===== config.mk =====
export PLATFORM = sky130hd
export DESIGN_NAME = im_fetch_ctrl
export DESIGN_NICKNAME = d
export VERILOG_FILES = /design/src/rtl/im_fetch_ctrl.sv
export SDC_FILE = /design/constraint.sdc
export NUM_CORES = 1
export LEC_CHECK = 0
export ABC_CLOCK_PERIOD_IN_PS = 6800
export BUFFER_PORTS_ARGS = -buffer_cell sky130_fd_sc_hd__buf_4
export CORE_MARGIN = 2
export CORE_UTILIZATION = 56
export CTS_CLUSTER_DIAMETER = 40
export CTS_CLUSTER_SIZE = 28
export DETAILED_ROUTE_END_ITERATION = 16
export PLACE_DENSITY_LB_ADDON = 0.15
export SYNTH_ARGS = -nofsm -noshare
export SYNTH_HDL_FRONTEND = slang
export SYNTH_SLANG_ARGS = --single-unit
export TNS_END_PERCENT = 1

===== constraint.sdc =====
create_clock -name clk -period 6.8 [get_ports clk]
set_clock_uncertainty 0.2 [all_clocks]
set_input_delay 1.02 -clock clk [delete_from_list [all_inputs] [get_ports clk]]
set_output_delay 1.02 -clock clk [all_outputs]
set_load 0.02 [all_outputs]

===== src/rtl/im_fetch_ctrl.sv =====
// -----------------------------------------------------------------------------
// im_fetch_ctrl
//
// Instruction-fetch controller for the CPU front end. It holds the fetch PC
// and drives the synchronous instruction memory, which has a one-cycle read
// latency. Returned words go into a 2-entry FIFO that feeds decode. A redirect
// from branch/jump resolution flushes both the buffered words and the fetch
// that is still in flight.
//
// Ports
//   clk            : single clock; all state changes on the rising edge
//   rst_n          : asynchronous reset, active low
//   im_addr        : address to the memory (always the registered fetch PC)
//   im_data        : memory read data, valid the cycle after im_addr is sampled
//   halt           : suppresses new fetches; in-flight data is still accepted
//   redirect_valid : 1-cycle pulse; the next fetch comes from redirect_pc
//   redirect_pc    : redirect target; bits [1:0] are ignored
//   inst_valid     : FIFO head is valid
//   inst_ready     : decode accepts the head
//   inst           : instruction word at the FIFO head (0 when empty)
//   inst_pc        : address of inst (0 when empty)
//
// Decode handshake: a word is transferred on every rising edge where
// inst_valid and inst_ready are both 1. inst_valid never depends on
// inst_ready. inst/inst_pc hold steady while inst_valid is 1 and no transfer
// occurs. inst_valid is forced low in a redirect cycle, so no word transfers
// in that cycle.
// -----------------------------------------------------------------------------
module im_fetch_ctrl #(
    parameter logic [31:0] RESET_PC = 32'h0000_0000
) (
    input  logic        clk,
    input  logic        rst_n,
    output logic [31:0] im_addr,
    input  logic [31:0] im_data,
    input  logic        halt,
    input  logic        redirect_valid,
    input  logic [31:0] redirect_pc,
    output logic        inst_valid,
    input  logic        inst_ready,
    output logic [31:0] inst,
    output logic [31:0] inst_pc
);

    // -------------------------------------------------------------------------
    // State
    // -------------------------------------------------------------------------
    logic [31:0]       pc_q,          pc_d;
    logic [1:0][31:0]  fifo_pc_q,     fifo_pc_d;
    logic [1:0][31:0]  fifo_word_q,   fifo_word_d;
    logic              rd_ptr_q,      rd_ptr_d;
    logic              wr_ptr_q,      wr_ptr_d;
    logic [1:0]        count_q,       count_d;
    logic              inflight_q,    inflight_d;
    logic [31:0]       inflight_pc_q, inflight_pc_d;

    // -------------------------------------------------------------------------
    // Control
    // -------------------------------------------------------------------------
    logic        head_valid;
    logic        pop;
    logic        push;
    logic        issue;
    logic [2:0]  occupancy;
    logic [31:0] redirect_target;
    logic        unused_redirect_lsbs;

    // The two low bits of the redirect target are discarded by design.
    assign redirect_target      = {redirect_pc[31:2], 2'b00};
    assign unused_redirect_lsbs = ^redirect_pc[1:0];

    assign head_valid = (count_q != 2'd0);

    // Redirect masks the head so that nothing is consumed in a flush cycle.
    assign inst_valid = head_valid & ~redirect_valid;
    assign pop        = inst_valid & inst_ready;

    // The word returning this cycle is discarded if a redirect is present.
    assign push       = inflight_q & ~redirect_valid;

    // Words already committed (buffered plus in flight) after this cycle's pop.
    // pop implies count_q >= 1, so the subtraction never underflows.
    assign occupancy  = {1'b0, count_q} + {2'b00, inflight_q} - {2'b00, pop};

    // A new fetch is only launched if its word is guaranteed a FIFO slot when
    // it returns next cycle; this is what keeps push from ever overflowing.
    assign issue      = ~halt & ~redirect_valid & (occupancy < 3'd2);

    // -------------------------------------------------------------------------
    // Outputs
    // -------------------------------------------------------------------------
    // im_addr comes straight from a register: no input reaches it
    // combinationally.
    assign im_addr = pc_q;
    assign inst    = head_valid ? fifo_word_q[rd_ptr_q] : 32'h0000_0000;
    assign inst_pc = head_valid ? fifo_pc_q[rd_ptr_q]   : 32'h0000_0000;

    // -------------------------------------------------------------------------
    // Next-state logic
    // -------------------------------------------------------------------------
    always_comb begin
        pc_d          = pc_q;
        fifo_pc_d     = fifo_pc_q;
        fifo_word_d   = fifo_word_q;
        rd_ptr_d      = rd_ptr_q;
        wr_ptr_d      = wr_ptr_q;
        count_d       = count_q;
        inflight_d    = inflight_q;
        inflight_pc_d = inflight_pc_q;

        if (redirect_valid) begin
            // Flush everything, including the word currently returning.
            pc_d       = redirect_target;
            rd_ptr_d   = 1'b0;
            wr_ptr_d   = 1'b0;
            count_d    = 2'd0;
            inflight_d = 1'b0;
        end else begin
            // PC arithmetic wraps modulo 2^32.
            if (issue) begin
                pc_d          = pc_q + 32'd4;
                inflight_pc_d = pc_q;
            end
            // A returning word always lands this cycle, so the in-flight flag
            // only survives if a new fetch replaces it.
            inflight_d = issue;

            if (push) begin
                fifo_pc_d[wr_ptr_q]   = inflight_pc_q;
                fifo_word_d[wr_ptr_q] = im_data;
                wr_ptr_d              = ~wr_ptr_q;
            end
            if (pop) begin
                rd_ptr_d = ~rd_ptr_q;
            end
            count_d = count_q + {1'b0, push} - {1'b0, pop};
        end
    end

    // -------------------------------------------------------------------------
    // State registers
    // -------------------------------------------------------------------------
    always_ff @(posedge clk or negedge rst_n) begin
        if (!rst_n) begin
            pc_q          <= RESET_PC;
            fifo_pc_q     <= '0;
            fifo_word_q   <= '0;
            rd_ptr_q      <= 1'b0;
            wr_ptr_q      <= 1'b0;
            count_q       <= 2'd0;
            inflight_q    <= 1'b0;
            inflight_pc_q <= 32'h0000_0000;
        end else begin
            pc_q          <= pc_d;
            fifo_pc_q     <= fifo_pc_d;
            fifo_word_q   <= fifo_word_d;
            rd_ptr_q      <= rd_ptr_d;
            wr_ptr_q      <= wr_ptr_d;
            count_q       <= count_d;
            inflight_q    <= inflight_d;
            inflight_pc_q <= inflight_pc_d;
        end
    end

endmodule

== After elaboration in Yosys (flattened, before gate mapping) ==
Cells that the tools add are included.
Word-level totals
  bits in read-only memories: 0
  RAM bits: 0
  input port bits: 69
  bits in registers: 197
  memories kept: 0
  latch bits: 0
  output and inout bits: 97
  word-level logic and storage cells: 53
Cells by class
  reductions and logical operators: 7
  $add $sub $neg: 5
  multiply operators: 0
  order comparisons: 4
  mux-type cells: 18
  shift operators: 0
  eq/ne operators: 0
  bitwise operators: 9
  div/mod/pow operators: 0
Operator list (count)
  32-bit two-way mux: 9
  64-bit bitwise mux: 2
  32-bit by 3-bit adder with 32-bit output (second input constant): 1
  32-bit demux with 1-bit select: 1
  2-bit nonzero test: 4
  1-bit bitwise AND: 5
  1-bit two-way mux: 5
  1-bit by 2-bit less-than comparator with 1-bit output (second input constant): 2
  1-bit NOT: 4
  2-bit AND reduction: 2
  2-bit by 1-bit adder with 3-bit output: 1
  3-bit by 2-bit less-than comparator with 1-bit output (second input constant): 1
  3-bit by 1-bit subtractor with 3-bit output: 1
  2-bit by 1-bit adder with 2-bit output: 1
  2-bit two-way mux: 1
  2-bit by 1-bit subtractor with 2-bit output: 1
  1-bit greater-or-equal comparator (second input constant): 1
  1-bit logical AND: 1

== Longest topological paths before layout ==
  depth in word-level cells: 8
  gate-level depth with buffers: 12
  depth with buffers taken out: 10

== Worst setup path before layout ==
Ideal clock, no wire load.
  kind: input to register
  start: input redirect_valid
  end: register pc_q[14] (netlist: im_addr[14])
  cell stages on the path: 8
  arrival time: 3.296 ns
  buffers on the path: 0
  slack: 3.234 ns
  setup time: 0.070 ns
  data required time: 6.530 ns
  cell sequence: nor2_1 > and2_1 > nor2b_1 > fa_1 > or3b_1 > or3_4 > or4_1 > nand3_1
Between the ends
  longest elaborated chain between the ends: 7
  elaborated cells between the ends (all ways): 9
  those cells by class: 1 x add/sub; 1 x order compare; 1 x mux; 5 x bitwise; 1 x reduce/logical
Ends and longest elaborated chain
  start: declaration: line 37  | input logic redirect_valid,
  1-bit NOT (no line)
  1-bit bitwise AND: line 75  | assign inst_valid = head_valid & ~redirect_valid;
  1-bit bitwise AND: line 76  | assign pop = inst_valid & inst_ready;
  3-bit by 1-bit subtractor with 3-bit output: line 83  | assign occupancy = {1'b0, count_q} + {2'b00, inflight_q} - {2'b00, pop};
  3-bit by 2-bit less-than comparator with 1-bit output: line 87  | assign issue = ~halt & ~redirect_valid & (occupancy < 3'd2);
  1-bit bitwise AND: line 87
  2-bit nonzero test (no line)
  end signal: assignment: line 154  | pc_q <= pc_d;
  end: declaration: line 48  | logic [31:0] pc_q, pc_d;
Parallel ways exist; a longest one is shown, timed or not.
A chain may end at the register's enable or synchronous reset.

== Worst setup path in the final report ==
  start: input redirect_valid
  end: register pc_q[2] (netlist: im_addr[2])
Same word-level chain as after synthesis.

==> flow_summary.yaml <==
cts:
  clk_pin_slew_ns: 0.07
  numCtsBuffers: 17
  cts_hold_buf: 0
  cts.sinks: 189
  post_cts_resize_count: 0
  tritoncts: "yes"
  cts_setup_buffers: 0
  clockBufferDepth: 2
  clock_latency_ns: 0.42
  cts-root-buf: "clkbuf_16"
  htreeDepth: 4
logic_synthesis:
  synth_commonest_cells: "dfrtp_1 (189), mux2_2 (124), nand2_1 (123), nor2_1 (70), mux2i_1 (62)"
  synth.most_common_cell: "dfrtp_1"
  async_reset_ff_frac: 1.000
  yosys_register_bits: 189
  ys_warn_count: 0
  synth.avg_cell_area_sq_um: 11.44
  yosysUniqueCellTypes: 48
  ys_seq_area_frac: 0.5309
  synth_top_area_frac: 0.5309
  synth_cells: 779
  synth.area.top_cells: "dfrtp_1 (53%), mux2_2 (16%), mux2i_1 (7.0%)"
  yosysTopAreaCell: "dfrtp_1"
  synth-edff-count: 0
  netlist_area_sq_um: 8909
  synthFlopType: "dfrtp_1"
global_routing:
  met2_usage: 0.4173
  busiest_layer: "met2"
  grt_usage: 0.2513
  grt_max_degree: 128
  globalRouteMet3Util: 0.03813
  grt_pass1_vias: 6492
  grt_first_pass_wirelength_microns: 33300
  grt_use_met1: 0.3437
  antenna_found_initial: 0
  globalRouteOverflowTotal: 0
timing:
  fin_ws_ns: 1.987
  fin_tns_setup_ns: 0
  slew-limit-headroom: 0.1984
  worstMarginPinSlew_ns: 1.202
  finalCriticalPeriod_ns: 4.813
  max_freq_ghz: 0.2078
  hold_viol_final: 0
  drv_slew: 0
  finalSetupViolations: 0
  rsz0062_at_grt: "false"
  period_share: 0.7078
critical_path:
  worstSetupStartpointType: "primary input"
  cpMaxStageDelayCell: "clkinv_1"
  critPathKind: "primary input to flip-flop"
  worst-path-max-fanout: 42
  r2r_start: "count_q[1]"
  worstPathCellList: "buf_4 > clkinv_1 > nand2_1 > xnor2_1 > nand2_1 > fa_1 > xnor2_4 > nand2_2 > clkinv_1 > buf_4 > xnor2_1 > o21ai_0"
  worstSetupEndpointType: "flip-flop"
  worst_ep_arrival_time_ns: 4.96
  cp_slowest_stage_delay_ns: 0.76
  crit_start: "redirect_valid"
  critPathRequiredTime_ns: 6.94
floorplan:
  num_rows: 46
  io_pins: 166
  dieArea_sq_um: 16930
  fp.dieW_microns: 130.1
  die_h_microns: 130.1
  core_area_sq_um: 15710
  start_util: 0.5670
place:
  place_ws_ns: 1.607
  io_buffers: 159
  gp_congestion: 0.8742
  place_hpwl_microns: 13250
detailed_routing:
  vias: 6610
  ant_nets: 0
  avgViaCountPerCell: 5.783
  drt_iter0_drc: 449
  post_drt_wl_per_cell_microns: 18.05
  wl_microns: 20630
  dr.pass1.iters: 4
  drc: 0
power_and_ir_drop:
  ir_worst_vdd_mv: 0.2066
  p_per_area_nw_per_um2: 372.5
  power_leakage_nw: 4.940
job:
  max_cap_viol_count: 0
status:
  outcome: "finished, final reports clean"
cells_and_area:
  nets: 987
  area_growth_pct: 21.55
  n_antenna_cell: 0
  fill_cells: 1228
  final_core_utilization: 0.6891
  drive_gt1_frac: 0.3603
min_path:
  hold_path_class: "flip-flop to flip-flop"
  min_from: "inflight_pc_q[5]"
worst max-delay path, delay by kind of cell:
| family | cells | cell delay (ns) |
|---|---|---|
| AND/OR/NAND/NOR | 3 | 0.45 |
| AO/OA/AOI/OAI | 1 | 0.15 |
| buffers and inverters | 4 | 2.33 |
| XOR/XNOR | 3 | 0.48 |
| adder cells (fa/ha/maj) | 1 | 0.48 |
state kept, by name, indices dropped and copies added, names as in the netlist:
register	count
fifo_pc_q	60
fifo_word_q	64
wr_ptr_q	1
inflight_q	1
rd_ptr_q	1
inflight_pc_q	30
count_q	2
im_addr	30
where the power goes:
part | switching (mW) | leakage [nW] | internal [mW]
Sequential | 0.311 | 2.38 | 1.55
Combinational | 0.544 | 2.26 | 0.587
Clock | 0.443 | 0.300 | 0.597
stage by stage:
stage	area, sq um	hold WS (ns)	std cells	total power, mW
4_1_cts	10830	0.3020	1143	4.062
3_5_place_dp	10210	0.2854	1111	3.025
2_1_floorplan	8920	0.2582	782	2.598
5_1_grt	10830	0.3160	1143	4.258
6_report	10830	0.2968	1143	4.033
3_3_place_gp	10210	0.2725	1111	2.937
final timing paths:
| kind | to | slack, ns | cells after the start |
|---|---|---|---|
| max | im_addr[2] | 1.99 | 12 |
| min | inflight_pc_q[5] | 0.30 | 2 |
| max reg2reg | im_addr[2] | 3.11 | 11 |
| min reg2reg | inflight_pc_q[5] | 0.30 | 2 |
| max in group asynchronous | rd_ptr_q | 4.38 | 2 |
| min in group asynchronous | fifo_word_q[26] | 0.55 | 1 |
layout by cell type, fill, tap and decap left out, drive strengths merged, types with 2 or more instances in the layout:
cell and count:
clkbuf 19, a21oi 2, nor2b 4, clkinv 5, nor4 7, bufinv 3, xnor2 5, conb 4
mux2 124, o41ai 3, and2 4, ha 3, nor3 3, o21ai 3, a21o 4, o311ai 20
mux2i 62, nand2 124, xor2 3, nand4 15, a31oi 2, a22oi 4, clkinvlp 2, buf 163
dfrtp 189, and4 5, nor2 70, or4 12, inv 10, nand3 25, o211ai 17
area by class of cell:
cell class | instances | area [sq um] | area share
clock buffers | 18 | 439.2 | 0.04056
multi-input cells | 536 | 3946 | 0.3645
inverters | 6 | 22.52 | 0.002080
flip-flops and latches | 189 | 4733 | 0.4371
well taps | 216 | 270.3 | 0.02496
clock inverters | 14 | 178.9 | 0.01652
repair buffers | 164 | 1237 | 0.1143
routing by layer:
layer  vias up  wire, microns  share of wire
li1       3047              -              -
met1      3271           8704           0.42
met2       264          10240           0.50
met3        28           1358          0.066
met4         0            326          0.016
met5         -              0              0
cells by family (layout without fill, tap and decap cells):
logic type               Yosys count  after routing  share of synthesized area
AND/OR/NAND/NOR                  276            276                     0.1445
flip-flops                       189            189                     0.5309
multiplexers                     186            186                     0.2264
AO/OA/AOI/OAI                     58             58                    0.05084
buffers and inverters             57            202                    0.03048
XOR/XNOR                           8              8                   0.009972
adder cells (fa/ha/maj)            4              4                   0.006461
other                              1              4                  0.0004209
Power figures use the tool's default switching activity.
